$ cat config.mk
export PLATFORM = sky130hd
export DESIGN_NAME = weight_arb_rsp
export DESIGN_NICKNAME = d
export VERILOG_FILES = /design/src/rtl/weight_arb_rsp_pkg.sv /design/src/rtl/weight_arb_rsp_fifo.sv /design/src/rtl/weight_arb_rsp.sv
export SDC_FILE = /design/constraint.sdc
export NUM_CORES = 1
export LEC_CHECK = 0
export ABC_AREA = 1
export BUFFER_PORTS_ARGS = -buffer_cell sky130_fd_sc_hd__buf_4
export CELL_PAD_IN_SITES_DETAIL_PLACEMENT = 1
export CELL_PAD_IN_SITES_GLOBAL_PLACEMENT = 1
export CORE_MARGIN = 2
export CORE_UTILIZATION = 41
export DETAILED_ROUTE_END_ITERATION = 8
export HOLD_SLACK_MARGIN = 0.08
export PLACE_DENSITY = 0.84
export SYNTH_ARGS = -nofsm -noshare
export SYNTH_HDL_FRONTEND = slang
export SYNTH_HIERARCHICAL = 1
export SYNTH_SLANG_ARGS = --single-unit
$ cat constraint.sdc
create_clock -name clk -period 4 [get_ports clk]
set_input_delay 0.2 -clock clk [delete_from_list [all_inputs] [get_ports clk]]
set_output_delay 0.2 -clock clk [all_outputs]
set_load 0.01 [all_outputs]
$ cat src/rtl/weight_arb_rsp_pkg.sv
`default_nettype none
// ============================================================================
//  Module      : weight_arb_rsp_pkg
//  Description : Shared definitions for the weight read responder: FSM state
//                encoding, default geometry and the credit-counter width.
//  Revision    : 1.0 - initial release
// ============================================================================
package weight_arb_rsp_pkg;

    localparam int DEF_AW         = 32;
    localparam int DEF_DW         = 32;
    localparam int DEF_FIFO_DEPTH = 4;

    typedef enum logic [1:0] {
        ST_IDLE  = 2'd0,
        ST_GRANT = 2'd1,
        ST_DRAIN = 2'd2
    } state_e;

    // Credits range over 0..depth inclusive, hence depth+1 codes.
    function automatic int credit_w(input int depth);
        return $clog2(depth + 1);
    endfunction

    localparam int CREDIT_W = credit_w(DEF_FIFO_DEPTH);

endpackage
`default_nettype wire

$ cat src/rtl/weight_arb_rsp_fifo.sv
`default_nettype none
// ============================================================================
//  Module      : rsp_fifo
//  Description : Synchronous FIFO holding {addr, data} response entries.
//                Head entry is presented combinationally; it reads as zero
//                while the FIFO is empty so the outputs are clean after reset.
//  Ports       : clk, rst_n       - clock, synchronous active-low reset
//                push, din        - write side
//                pop, dout        - read side (dout = head entry)
//                full, empty      - status
//                count            - current occupancy
//  Revision    : 1.0 - initial release
// ============================================================================
module rsp_fifo #(
    parameter int WIDTH = 64,
    parameter int DEPTH = 4
) (
    input  logic                         clk,
    input  logic                         rst_n,
    input  logic                         push,
    input  logic [WIDTH-1:0]             din,
    input  logic                         pop,
    output logic [WIDTH-1:0]             dout,
    output logic                         full,
    output logic                         empty,
    output logic [$clog2(DEPTH+1)-1:0]   count
);

    localparam int PW    = (DEPTH > 1) ? $clog2(DEPTH) : 1;
    localparam int CNT_W = $clog2(DEPTH + 1);
    localparam logic [PW-1:0]    PTR_LAST = PW'(DEPTH - 1);
    localparam logic [PW-1:0]    PTR_ONE  = PW'(1);
    localparam logic [CNT_W-1:0] CNT_ONE  = CNT_W'(1);
    localparam logic [CNT_W-1:0] CNT_MAX  = CNT_W'(DEPTH);

    logic [WIDTH-1:0] mem_q [DEPTH];
    logic [WIDTH-1:0] mem_d [DEPTH];
    logic [PW-1:0]    wptr_q, wptr_d;
    logic [PW-1:0]    rptr_q, rptr_d;
    logic [CNT_W-1:0] count_q, count_d;
    logic             wr, rd;

    assign full  = (count_q == CNT_MAX);
    assign empty = (count_q == '0);
    assign count = count_q;
    assign dout  = empty ? '0 : mem_q[rptr_q];

    // A push against a full FIFO is still accepted when a pop frees the slot
    // in the same cycle, so nothing is ever silently dropped.
    assign wr = push & (~full | pop);
    assign rd = pop & ~empty;

    always_comb begin
        mem_d   = mem_q;
        wptr_d  = wptr_q;
        rptr_d  = rptr_q;
        count_d = count_q;
        if (wr) begin
            mem_d[wptr_q] = din;
            wptr_d        = (wptr_q == PTR_LAST) ? '0 : wptr_q + PTR_ONE;
        end
        if (rd) begin
            rptr_d = (rptr_q == PTR_LAST) ? '0 : rptr_q + PTR_ONE;
        end
        case ({wr, rd})
            2'b10:   count_d = count_q + CNT_ONE;
            2'b01:   count_d = count_q - CNT_ONE;
            default: count_d = count_q;
        endcase
    end

    always_ff @(posedge clk) begin
        if (!rst_n) begin
            wptr_q  <= '0;
            rptr_q  <= '0;
            count_q <= '0;
        end else begin
            wptr_q  <= wptr_d;
            rptr_q  <= rptr_d;
            count_q <= count_d;
        end
    end

    // Storage needs no reset: entries are only visible through valid pointers.
    always_ff @(posedge clk) begin
        mem_q <= mem_d;
    end

    // The upstream credit limit makes this unreachable.
    a_no_push_when_full : assert property (@(posedge clk) disable iff (!rst_n)
        !(push && full));

endmodule
`default_nettype wire

$ cat src/rtl/weight_arb_rsp.sv
`default_nettype none
// ============================================================================
//  Module      : weight_arb_rsp
//  Description : Weight-memory read responder. Accepts word read requests
//                from a bus owner, issues single-cycle SRAM reads and returns
//                {addr, data} responses in order through a credit-limited FIFO.
//  Ports       : clk, rst_n                    - clock, sync active-low reset
//                req_req/req_vld/req_addr/req_rdy - request side
//                rsp_addr/rsp_data/rsp_vld/rsp_rdy - response side
//                mem_ren/mem_raddr/mem_rdata   - SRAM read port (1-cycle)
//                busy, err_misalign            - status
//  Revision    : 1.0 - initial release
// ============================================================================
module weight_arb_rsp
    import weight_arb_rsp_pkg::*;
#(
    parameter int FIFO_DEPTH = DEF_FIFO_DEPTH,
    parameter int AW         = DEF_AW,
    parameter int DW         = DEF_DW
) (
    input  logic          clk,
    input  logic          rst_n,
    input  logic          req_req,
    input  logic          req_vld,
    input  logic [AW-1:0] req_addr,
    output logic          req_rdy,
    output logic [AW-1:0] rsp_addr,
    output logic [DW-1:0] rsp_data,
    output logic          rsp_vld,
    input  logic          rsp_rdy,
    output logic          mem_ren,
    output logic [AW-3:0] mem_raddr,
    input  logic [DW-1:0] mem_rdata,
    output logic          busy,
    output logic          err_misalign
);

    localparam int CW = credit_w(FIFO_DEPTH);
    localparam logic [CW-1:0] C_MAX = CW'(FIFO_DEPTH);
    localparam logic [CW-1:0] C_ONE = CW'(1);

    state_e          state_q, state_d;
    logic [CW-1:0]   credits_q, credits_d;
    logic            inflight_q, inflight_d;
    logic [AW-1:0]   addr_q, addr_d;
    logic            err_q, err_d;

    logic            acc;
    logic            pop;
    logic            fifo_full;
    logic            fifo_empty;
    logic [CW-1:0]   fifo_count;
    logic [AW+DW-1:0] fifo_dout;

    // Credits cover both queued entries and the read still in the SRAM, so a
    // request is only taken when its response is guaranteed a FIFO slot.
    // Held low during reset so no read is launched that reset would discard.
    assign req_rdy = rst_n & req_req & (state_q != ST_DRAIN) & (credits_q < C_MAX);
    assign acc     = req_req & req_vld & req_rdy;
    assign pop     = rsp_vld & rsp_rdy;

    assign mem_ren   = acc;
    assign mem_raddr = req_addr[AW-1:2];

    assign rsp_vld              = ~fifo_empty;
    assign {rsp_addr, rsp_data} = fifo_dout;

    assign busy         = (state_q != ST_IDLE);
    assign err_misalign = err_q;

    rsp_fifo #(
        .WIDTH (AW + DW),
        .DEPTH (FIFO_DEPTH)
    ) u_rsp_fifo (
        .clk   (clk),
        .rst_n (rst_n),
        .push  (inflight_q),
        .din   ({addr_q, mem_rdata}),
        .pop   (pop),
        .dout  (fifo_dout),
        .full  (fifo_full),
        .empty (fifo_empty),
        .count (fifo_count)
    );

    always_comb begin
        state_d = state_q;
        case (state_q)
            ST_IDLE:  if (req_req) state_d = ST_GRANT;
            ST_GRANT: if (!req_req) state_d = (credits_q != '0) ? ST_DRAIN : ST_IDLE;
            ST_DRAIN: if (credits_q == '0) state_d = ST_IDLE;
            default:  state_d = ST_IDLE;
        endcase
    end

    always_comb begin
        credits_d  = credits_q;
        inflight_d = acc;
        addr_d     = acc ? req_addr : addr_q;
        err_d      = err_q | (acc & (req_addr[1:0] != 2'b00));
        case ({acc, pop})
            2'b10:   credits_d = credits_q + C_ONE;
            2'b01:   credits_d = credits_q - C_ONE;
            default: credits_d = credits_q;
        endcase
    end

    always_ff @(posedge clk) begin
        if (!rst_n) begin
            state_q    <= ST_IDLE;
            credits_q  <= '0;
            inflight_q <= 1'b0;
            addr_q     <= '0;
            err_q      <= 1'b0;
        end else begin
            state_q    <= state_d;
            credits_q  <= credits_d;
            inflight_q <= inflight_d;
            addr_q     <= addr_d;
            err_q      <= err_d;
        end
    end

    a_credit_sum : assert property (@(posedge clk) disable iff (!rst_n)
        credits_q == fifo_count + CW'(inflight_q));
    a_full_means_max : assert property (@(posedge clk) disable iff (!rst_n)
        !fifo_full || (credits_q == C_MAX));

endmodule
`default_nettype wire

==> results.md <==
- Vias after detailed routing: 8705
- Resized cells post-CTS: 0
- Worst vdd ir: 0.274 mV
- Final min period: 3230 ps
- Worst Hold Depth: 5
- Iteration-0 DRC Markers: roughly 640
- Layout cells sized above 1: around a fifth
- Register-to-Register Path Depth: 9
- Via-to-Cell Ratio: 5.13
- Max Clk Rate: 309 MHz
- Flop-to-flop setup slack: 1210 ps
- Post-DP HPWL: roughly 19000 um
- Die footprint: 31500 um^2
- Slew headroom: 40.4%
- Mapped Cells: 1102
- Setup-failing EPs final: 0
- # IOs: around 170
- RSZ-0062 raised after global routing: false
- Initial antenna violation count: 0
- PwrDens: 464 nW/um^2
- Crit-path max cell delay: 620 ps
- Ant diodes: 0
- Clock buffer depth: 3
- Min-Delay Endpoint: addr_q[27]
- Syn Nets: around 1200
- Final count of hold timing violations: 0
- Vias in the first global route: ~9500
- Setup CP Type: reg2out
- Root Driver: clkbuf_16
- GRT overflow: 0
- Commonest non-fill, non-tap cell in the layout: nor2_1
- Reg clk slew, reported paths: 60 ps
- H-tree depth: 1
- GRT Total Usage: 20.9%
- TritonCTS clock tree: yes
- Setup crit end kind: output port
- Rows: 63
- CP dominant cell by count: buf_4
- Max FO, Critical Path: 58
- CP Data Required Time: 3800 ps
- Final core occ: about half
- DRC viols: 0
- Worst hold start: req_addr[27]
- Initial core utilization: 41.6%
- Core footprint: 29600 um^2
- Largest net degree at the start of global routing: 67
- Clock sink count: 302
- Drt total wl: 32800 um
- Leakage: 5.93 nW
- Worst-margin pin slew: 893 ps
- Most frequent cells in the layout: nor2_1, edfxtp_1, buf_4, o21ai_0, a21oi_1
- # fillers: 3173
- Worst r2r dst: u_rsp_fifo/mem_q[244]
- DIE WIDTH: 177 um
- Area delta synth->final: 24.6%
- Arr. time, crit path: 3030 ps
- Worst-path cell chain: buf_4 -> buf_4 -> nor2_1 -> nor2_1 -> o21ai_0 -> a21oi_1 -> buf_4
- Cell Area, Synth: around 12000 um^2
- Max Slew Vio Count: 0
- Design area: ~15000 um^2
- Routed wire per std cell: 19.3 um
- Yosys warns: 6
- Skew final: 10.8 ps
- Final nets: 1360
- Syn Area/Cell: 11.2 um^2
- Worst R2R Start: u_rsp_fifo/count[1]
- Period utilisation layout: 80.8%
- Global-route wire length before repair: 51400 um
- Slowest CP cell: buf_4
- Max Cap Violations: 0
- Startpoint Class: flop
- Routability cong.: 0.729
- Final ANT Viol Nets: 0
- Worst min path class: in2reg
- DRT Pass-1 Iters: 5
- Crit path buf inv count: 3
- I/O Buffers: 167
- Crit path max-delay family: buffers and inverters
- CTS Buf Count: 31
- Status: complete, no violations
- Worst-Skew Late Latency: between 500 and 600 ps
- CP startpoint: u_rsp_fifo/rptr_q[0]
- Die height: 177 um
- Placed cell areas: roughly 14000 um^2
per-layer routing:
layer / global-route usage (%) / wire length (um) / vias to the layer above
li1: - / - / 4092
met1: 26.5 / 13700 / 4315
met2: 37.0 / 16600 / 238
met3: 3.11 / 1700 / 60
met4: 6.28 / 758 / 0
met5: 0 / 0 / -
final cells by class:
cell class              instances  area, um^2  share of cell area [%]
clock buffers                  48         996                    6.48
clock inverters                 9        62.6                   0.407
inverters                      63         239                    1.55
multi-input cells             642        2940                    19.1
flip-flops and latches        302        8620                    56.0
well taps                     390         488                    3.17
repair buffers                242        2040                    13.2
power by group:
group | total [W] | switching, W | internal (W)
Clock | 0.00290 | 0.00119 | 0.00172
Sequential | 0.00353 | 0.0000492 | 0.00348
Combinational | 0.000707 | 0.000421 | 0.000286
Total | 0.00714 | 0.00166 | 0.00548
worst register-to-register path, cell delays in order, from the launching register on:
cell and delay, ps:
dfxtp_1 370, nor2_1 70, nand2_1 120, inv_2 50, nor2_1 240, inv_1 70
nand3_1 80, nand2_1 330, nor2_4 770, buf_4 370
flip-flops by register name, indices dropped and copies added (netlist names):
name               count
u_rsp_fifo/rptr_q      2
u_rsp_fifo/mem_q     256
inflight_q             1
err_misalign           1
u_rsp_fifo/count       3
state_q                2
credits_q              3
u_rsp_fifo/wptr_q      2
addr_q                32
what timing repair did:
action                    CTS  global route
hold buffers               63             0
hold endpoints to repair  160             0
setup buffers               0             0
stage by stage:
stage	std cells	worst slack (ps)	total power (W)	setup TNS [ps]	hold slack (ps)
after global placement	1576	1400	0.00422	0	399
after global routing	1696	559	0.00740	0	156
after floorplan	1102	-371	0.00395	-95100	299
after CTS	1696	705	0.00721	0	98.1
final	1696	766	0.00714	0	134
after detailed placement	1576	1240	0.00425	0	407
worst max-delay path by stage:
stage,end,slack (ps),cells past startpoint
floorplan,u_rsp_fifo/mem_q[0],-370,9
global placement,u_rsp_fifo/mem_q[246],1400,9
detailed placement,u_rsp_fifo/mem_q[248],1240,9
CTS,rsp_data[16],710,7
global route,rsp_data[16],560,7
finish,rsp_data[16],770,7
Power figures use the tool's default switching activity.
